### config.mk
export PLATFORM = sky130hd
export DESIGN_NAME = beltwarn_controller
export DESIGN_NICKNAME = d
export VERILOG_FILES = /design/src/rtl/beltwarn_pkg.sv /design/src/rtl/beltwarn_tick_counter.sv /design/src/rtl/beltwarn_controller.sv
export SDC_FILE = /design/constraint.sdc
export NUM_CORES = 1
export LEC_CHECK = 0
export BUFFER_PORTS_ARGS = -buffer_cell sky130_fd_sc_hd__buf_4
export CORE_AREA = 2 2 39 41
export CTS_BUF_LIST = sky130_fd_sc_hd__clkbuf_2 sky130_fd_sc_hd__clkbuf_4 sky130_fd_sc_hd__clkbuf_8
export CTS_CLUSTER_SIZE = 10
export DETAILED_ROUTE_END_ITERATION = 16
export DIE_AREA = 0 0 41 43
export PLACE_DENSITY_LB_ADDON = 0.15
export RECOVER_POWER = 50
export SKIP_LAST_GASP = 1
export SYNTH_ARGS = -nofsm -noshare
export SYNTH_HDL_FRONTEND = slang
export SYNTH_SLANG_ARGS = --single-unit
### constraint.sdc
create_clock -name Clk -period 4.69 [get_ports Clk]
set_input_delay 0.938 -clock Clk [delete_from_list [all_inputs] [get_ports Clk]]
set_output_delay 0.938 -clock Clk [all_outputs]
set_load 0.005 [all_outputs]
### src/rtl/beltwarn_pkg.sv
// Shared types and defaults for the seatbelt warning controller.
// Holds the FSM state encoding, counter width and the default tick counts.
package beltwarn_pkg;

    localparam int unsigned CNT_W              = 4;
    localparam int unsigned WARN_W             = 4;
    localparam int unsigned WARN_MAX           = 15;
    localparam int unsigned DEBOUNCE_TICKS_DEF = 2;
    localparam int unsigned CHIME_TICKS_DEF    = 6;

    typedef enum logic [1:0] {
        ST_IDLE     = 2'b00,
        ST_DEBOUNCE = 2'b01,
        ST_CHIME    = 2'b10,
        ST_LAMP     = 2'b11
    } state_e;

endpackage

### src/rtl/beltwarn_tick_counter.sv
// Tick counter for the debounce and chime phases.
// Sync clear has priority over the tick enable. o_eq_c flags the tick that reaches i_target.
module beltwarn_tick_counter
    import beltwarn_pkg::*;
(
    input  logic             clk,
    input  logic             rst_n,
    input  logic             i_clr,
    input  logic             i_en,
    input  logic [CNT_W-1:0] i_target,
    output logic             o_eq_c
);

    logic [CNT_W-1:0] r_cnt;
    logic [CNT_W-1:0] w_cnt_inc;

    assign w_cnt_inc = r_cnt + CNT_W'(1);
    assign o_eq_c    = i_en & (w_cnt_inc == i_target);

    always_ff @(posedge clk or negedge rst_n) begin
        if (!rst_n) begin
            r_cnt <= '0;
        end else if (i_clr) begin
            r_cnt <= '0;
        end else if (i_en) begin
            r_cnt <= w_cnt_inc;
        end
    end

endmodule

### src/rtl/beltwarn_controller.sv
// Seatbelt warning controller: debounce the unbuckled condition, chime with a
// blinking lamp for a fixed number of ticks, then hold the lamp on steadily.
module beltwarn_controller
    import beltwarn_pkg::*;
#(
    parameter int unsigned DEBOUNCE_TICKS = DEBOUNCE_TICKS_DEF,
    parameter int unsigned CHIME_TICKS    = CHIME_TICKS_DEF
) (
    input  logic              Clk,
    input  logic              Rst_n,
    input  logic              K,
    input  logic              P,
    input  logic              S,
    input  logic              Tick,
    output logic              W,
    output logic              Chime,
    output logic [1:0]        State,
    output logic [WARN_W-1:0] Warn_cnt
);

    state_e             r_state;
    state_e             w_state_nxt;
    logic               r_blink;
    logic               w_blink_nxt;
    logic               r_w;
    logic               r_chime;
    logic               w_w_nxt;
    logic               w_chime_nxt;
    logic [WARN_W-1:0]  r_warn_cnt;
    logic               w_warn_inc;
    logic               w_cond;
    logic               w_cnt_en;
    logic               w_cnt_clr;
    logic               w_tick_eq;
    logic [CNT_W-1:0]   w_target;

    assign w_cond    = K & P & ~S;
    assign w_cnt_en  = Tick & ((r_state == ST_DEBOUNCE) || (r_state == ST_CHIME));
    assign w_target  = (r_state == ST_DEBOUNCE) ? CNT_W'(DEBOUNCE_TICKS) : CNT_W'(CHIME_TICKS);
    // Counter restarts on every phase change and whenever the condition drops.
    assign w_cnt_clr = ~w_cond | w_tick_eq | (r_state == ST_IDLE) | (r_state == ST_LAMP);

    beltwarn_tick_counter u_tick_cnt (
        .clk      (Clk),
        .rst_n    (Rst_n),
        .i_clr    (w_cnt_clr),
        .i_en     (w_cnt_en),
        .i_target (w_target),
        .o_eq_c   (w_tick_eq)
    );

    // State register
    always_ff @(posedge Clk or negedge Rst_n) begin
        if (!Rst_n) begin
            r_state <= ST_IDLE;
        end else begin
            r_state <= w_state_nxt;
        end
    end

    // Next-state, blink and episode-count decisions; a dropped condition wins over Tick
    always_comb begin
        w_state_nxt = r_state;
        w_blink_nxt = r_blink;
        w_warn_inc  = 1'b0;
        if (!w_cond) begin
            w_state_nxt = ST_IDLE;
            w_blink_nxt = 1'b0;
        end else begin
            case (r_state)
                ST_IDLE: begin
                    w_state_nxt = ST_DEBOUNCE;
                end
                ST_DEBOUNCE: begin
                    if (w_tick_eq) begin
                        w_state_nxt = ST_CHIME;
                        w_blink_nxt = 1'b0;
                        w_warn_inc  = 1'b1;
                    end
                end
                ST_CHIME: begin
                    if (Tick) begin
                        w_blink_nxt = ~r_blink;
                        if (w_tick_eq) begin
                            w_state_nxt = ST_LAMP;
                        end
                    end
                end
                ST_LAMP: begin
                    w_state_nxt = ST_LAMP;
                end
                default: begin
                    w_state_nxt = ST_IDLE;
                end
            endcase
        end
    end

    // Output decode from the upcoming state so the registered outputs track State
    always_comb begin
        w_w_nxt     = 1'b0;
        w_chime_nxt = 1'b0;
        case (w_state_nxt)
            ST_CHIME: begin
                w_chime_nxt = 1'b1;
                w_w_nxt     = w_blink_nxt;
            end
            ST_LAMP: begin
                w_w_nxt     = 1'b1;
            end
            default: begin
                w_w_nxt     = 1'b0;
                w_chime_nxt = 1'b0;
            end
        endcase
    end

    always_ff @(posedge Clk or negedge Rst_n) begin
        if (!Rst_n) begin
            r_blink    <= 1'b0;
            r_w        <= 1'b0;
            r_chime    <= 1'b0;
            r_warn_cnt <= '0;
        end else begin
            r_blink <= w_blink_nxt;
            r_w     <= w_w_nxt;
            r_chime <= w_chime_nxt;
            if (w_warn_inc && (r_warn_cnt != WARN_W'(WARN_MAX))) begin
                r_warn_cnt <= r_warn_cnt + WARN_W'(1);
            end
        end
    end

    assign W        = r_w;
    assign Chime    = r_chime;
    assign State    = r_state;
    assign Warn_cnt = r_warn_cnt;

endmodule

* Word level (Yosys, flattened, before mapping)
Cells that the tools add are included.
** Storage, ports and cells
- Output and inout bits :: 8
- Logic and storage cells :: 46
- Register bits after elaboration :: 13
- Input bits :: 6
** Cells by class
- Multiplexer cells :: 17
- Reductions and logical operators :: 4
- Equal/unequal tests :: 7
- Add/subtract/negate cells :: 2
- Bitwise gates (word level) :: 10
** Operators by type and width (count)
- adder 4 x 1 -> 4 bit, second input constant :: 2
- == test 2 bit, second input constant :: 4
- two-way mux 2 bit :: 4
- two-way mux 4 bit :: 2
- one-hot mux 2 bit (4 select lines) :: 1
- two-way mux 1 bit :: 7
- bitwise AND 1 bit :: 4
- == test 4 x 3 -> 1 bit :: 1
- inequality test 4 bit, second input constant :: 1
- one-hot mux 1 bit (2 select lines) :: 2
- two-way mux 3 bit :: 1
- NOT 1 bit :: 3
- bitwise OR 1 bit :: 3
- == test 2 x 1 -> 1 bit, second input constant :: 1
- logical NOT 2 bit :: 1
- nonzero test 2 bit :: 1
- logical AND 1 bit :: 1
- logical OR 1 bit :: 1

* Longest topological paths before layout
- Depth after elaboration :: 10
- Gate-level depth with buffers :: 7
- Gate-level depth less buffers :: 7

* Hierarchy
Synthesis repeated with hierarchy kept, for this count alone.
** Unflattened totals
- Cell total of the unflattened synthesis :: 73
- Area, all modules :: 779.5 um2
** Modules (own cells, without submodules)
- beltwarn_controller :: cells each 49, times used 1, area an instance 533.0 um2, sequential area each 225.2 um2
- beltwarn_tick_counter :: cells each 24, times used 1, area an instance 246.5 um2, sequential area each 100.1 um2

* Worst setup path before layout
OpenSTA, ideal clock, no wires.
- Kind :: reg-to-reg
- From :: register u_tick_cnt.r_cnt[0]
- To :: register r_warn_cnt[1] (netlist: Warn_cnt[1])
- Required time :: 4565 ps
- Buffers on the path :: 0
- Library setup time :: 125 ps
- Clock period less this slack :: 2011 ps
- Data arrival time :: 1886 ps
- Slack :: 2679 ps
- Stages on the path, launching flop included :: 6
- Cell sequence :: dfrtp_1 -> ha_1 -> xnor3_1 -> a211oi_4 -> and3_2 -> mux2_2
** On the way
- Word-level cells in the longest chain between the ends :: 7
** RTL lines
- start: declaration :: line beltwarn_tick_counter.sv:14 : logic [CNT_W-1:0] r_cnt;
- start signal: assignment :: line beltwarn_tick_counter.sv:26 : r_cnt <= w_cnt_inc;
- adder 4 x 1 -> 4 bit :: line beltwarn_tick_counter.sv:17 : assign w_cnt_inc = r_cnt + CNT_W'(1);
- == test 4 x 3 -> 1 bit :: line beltwarn_tick_counter.sv:18 : assign o_eq_c = i_en & (w_cnt_inc == i_target);
- bitwise AND 1 bit :: line beltwarn_tick_counter.sv:18
- two-way mux 1 bit :: line beltwarn_controller.sv:75 : if (w_tick_eq) begin
- two-way mux 1 bit :: line beltwarn_controller.sv:70 : case (r_state)
- two-way mux 1 bit :: line beltwarn_controller.sv:66 : if (!w_cond) begin
- logical AND 1 bit :: line beltwarn_controller.sv:128 : if (w_warn_inc && (r_warn_cnt != WARN_W'(WARN_MAX))) begin
- end signal: assignment :: line beltwarn_controller.sv:129 : r_warn_cnt <= r_warn_cnt + WARN_W'(1);
- end: declaration :: line beltwarn_controller.sv:29 : logic [WARN_W-1:0] r_warn_cnt;
Every way passes these cells.
A chain may end at the register's enable or synchronous reset.

* Worst setup path after layout
Ends and elaborated chain as after synthesis.

==> flow_metrics.tcl <==
set metrics [dict create \
    outcome "finished clean" \
    irDropWorstVdd_uv 151.4 \
    hold_viol 0 \
    cap_violations 0 \
    final.min_clock_period_ps 2146 \
    synth_area_leaders "dfrtp_1 (44%), ha_1 (12%), xor2_1 (3.5%)" \
    n_antenna_cell 0 \
    cts_resized 0 \
    async_flop_share 1.000 \
    synth-simple-area-share 0.1417 \
    synth_top_family_by_area "compound AO/OA/AOI/OAI gates" \
    powerDensity_nw_per_um2 223.0 \
    p_leak_nw 0.4029 \
    yosys-top-cells-count "dfrtp_1 (13), ha_1 (7), inv_1 (5), nor2_1 (5), nand3_1 (4)" \
    ios 14 \
    synth_xor_area_frac 0.08938 \
    ys_seq_elements 13 \
    wl_per_cell_um 13.27 \
    worstHoldPathType "flop to flop" \
    seq_area_frac_synth 0.4384 \
    syn_inst 68 \
    dp_cells 97 \
    cts_tree "built" \
    setup_viol 0 \
    dieWidth_um 41 \
    grt_pass1_wl_um 2332 \
    vias_per_cell 5.545 \
    cp.required_ps 4840 \
    synth_edf_count 0 \
    fp-row-count 14 \
    synth_flop_cell "dfrtp_1" \
    fmax_ghz 0.4659 \
    syn_area_per_cell_um2 10.91 \
    nets 99 \
    gp_congestion 0.7200 \
    track_usage 0.1959 \
    syn_nets 81 \
    muxShareOfSynthArea 0.01518 \
    rsz0062_at_grt "false" \
    start_util 0.5362 \
    grt_max_degree 14 \
    synthAdderAreaFrac 0.1180 \
    cp-end-kind "flop" \
    cts_sinks 13 \
    drc 0 \
    path_clk_slew_ps 80 \
    port_buffers 13 \
    dieArea_um2 1763 \
    relSlewSlack 0.5412 \
    drt_wl_total_um 1340 \
    cts.path.max_buffers 2 \
    drt_iter0_markers 5 \
    drive_gt1_frac 0.2941 \
    area_growth_pct 19.39 \
    yosysTopAreaCellShare 0.4384 \
    whs_ps 509.6 \
    cts_max_level 1 \
    syn_area_um2 742.0 \
    core_um2 1384 \
    grt-ovfl-total 0 \
    synth.largest_area_cell "dfrtp_1" \
    die_h_um 43 \
    critical_path_class "flop to flop" \
    tightest_slew_ps 688.2 \
    cts_setup_buffers 0 \
    synth.distinct_cells 29 \
    slew_violations 0 \
    dpl.hpwl_um 1070 \
    cts_buffers 3 \
    power.total_w 0.0001976 \
    worstSkewPairLatency_ps 270 \
    synth_warnings 0 \
    cp.arrival_ps 2300 \
    cts_hold_buffers 0 \
    vias 560 \
    cp-start-kind "flop" \
    synth_compound_area_frac 0.1720 \
    critPathMaxFanout 6 \
    skew_ps 5.469 \
    grt_pass1_vias 561 \
    antenna_found_initial 0 \
    dr.pass1.iters 2 \
    cts_root_buffer "clkbuf_4" \
    tns_ps 0 \
    yosysMostFrequentCell "dfrtp_1" \
    timing.final.crit_share 0.4576 \
    final_cells 101 \
    postRouteAntennaNets 0 \
]
-- report_power, final --
part | total [W] | internal (W) | switching [W]
Clock | 0.0000733 | 0.0000387 | 0.0000346
Combinational | 0.0000115 | 0.00000516 | 0.00000631
Sequential | 0.000113 | 0.000112 | 0.000000540
Total | 0.000198 | 0.000156 | 0.0000414
-- layout by cell type (no fill, tap or decap) --
master     n
xnor2_1    2
nand3b_1   1
a21oi_1    2
dfrtp_1   13
or3_1      1
o21ai_1    1
ha_1       7
o21a_1     1
clkbuf_1   1
a22o_1     1
a211oi_4   1
nor2_1     5
a211oi_2   1
nor2b_1    1
mux2_2     1
xnor3_1    1
buf_4      9
nand4_1    2
o21ai_0    3
nand3_1    4
o21bai_1   1
and3_2     1
or2_2      3
a211oi_1   1
a31oi_1    1
o31a_1     1
o21ba_2    1
nand2_1    2
inv_1      5
a31o_2     1
xor2_1     3
clkbuf_4   7
-- stage by stage --
step	area, um^2	utilization	setup slack (ps)
5_1_grt	885.9	0.6401	2426
3_3_place_gp	859.6	0.6212	2546
4_1_cts	889.6	0.6429	2550
6_report	885.9	0.6401	2544
2_1_floorplan	742.0	-	2679
3_5_place_dp	859.6	0.6212	2527
-- sequential cells by signal, summed over array words and instances, names as in the netlist --
signal	flops
State	2
r_blink	1
u_tick_cnt.r_cnt	4
Warn_cnt	4
W	1
Chime	1
-- final cells by class --
cell class,count,area [um^2]
Multi-Input combinational cell,50,397.9
Timing Repair Buffer,13,93.84
Sequential cell,13,325.3
Tap cell,16,20.02
Clock buffer,4,30.03
Inverter,5,18.77
Fill cell,127,498.0
-- per-layer routing --
metal | GRT usage | up-vias | wire (um)
met4 | 0.08000 | 0 | 0
met1 | 0.2621 | 276 | 615
met2 | 0.3031 | 10 | 681
met5 | 0 | - | 0
li1 | - | 274 | -
met3 | 0.03141 | 0 | 43
-- logic make-up (layout without fill, tap and decap cells) --
logic type,after synthesis,after routing
flip-flops,13,13
AO/OA/AOI/OAI,16,16
buffers and inverters,5,22
multiplexers,1,1
XOR/XNOR,6,6
AND/OR/NAND/NOR,20,20
adder cells (fa/ha/maj),7,7
-- worst paths after layout --
kind / start / end / slack (ps) / cells after the start
setup / recovery: u_tick_cnt.r_cnt[0] / Warn_cnt[1] / 2540 / 5
hold / removal: Warn_cnt[3] / Warn_cnt[3] / 510 / 1
setup reg to reg: u_tick_cnt.r_cnt[0] / Warn_cnt[1] / 2540 / 5
hold reg to reg: Warn_cnt[3] / Warn_cnt[3] / 510 / 1
max in group asynchronous: Rst_n / u_tick_cnt.r_cnt[2] / 3570 / 1
min in group asynchronous: Rst_n / Warn_cnt[3] / 680 / 1
-- critical path: stages, from the launching register on --
cell and delay, ps:
dfrtp_1 460, ha_1 210, xnor3_1 430, a211oi_4 320, and3_2 290, mux2_2 330
No activity file was read; power rests on OpenSTA's default activity.
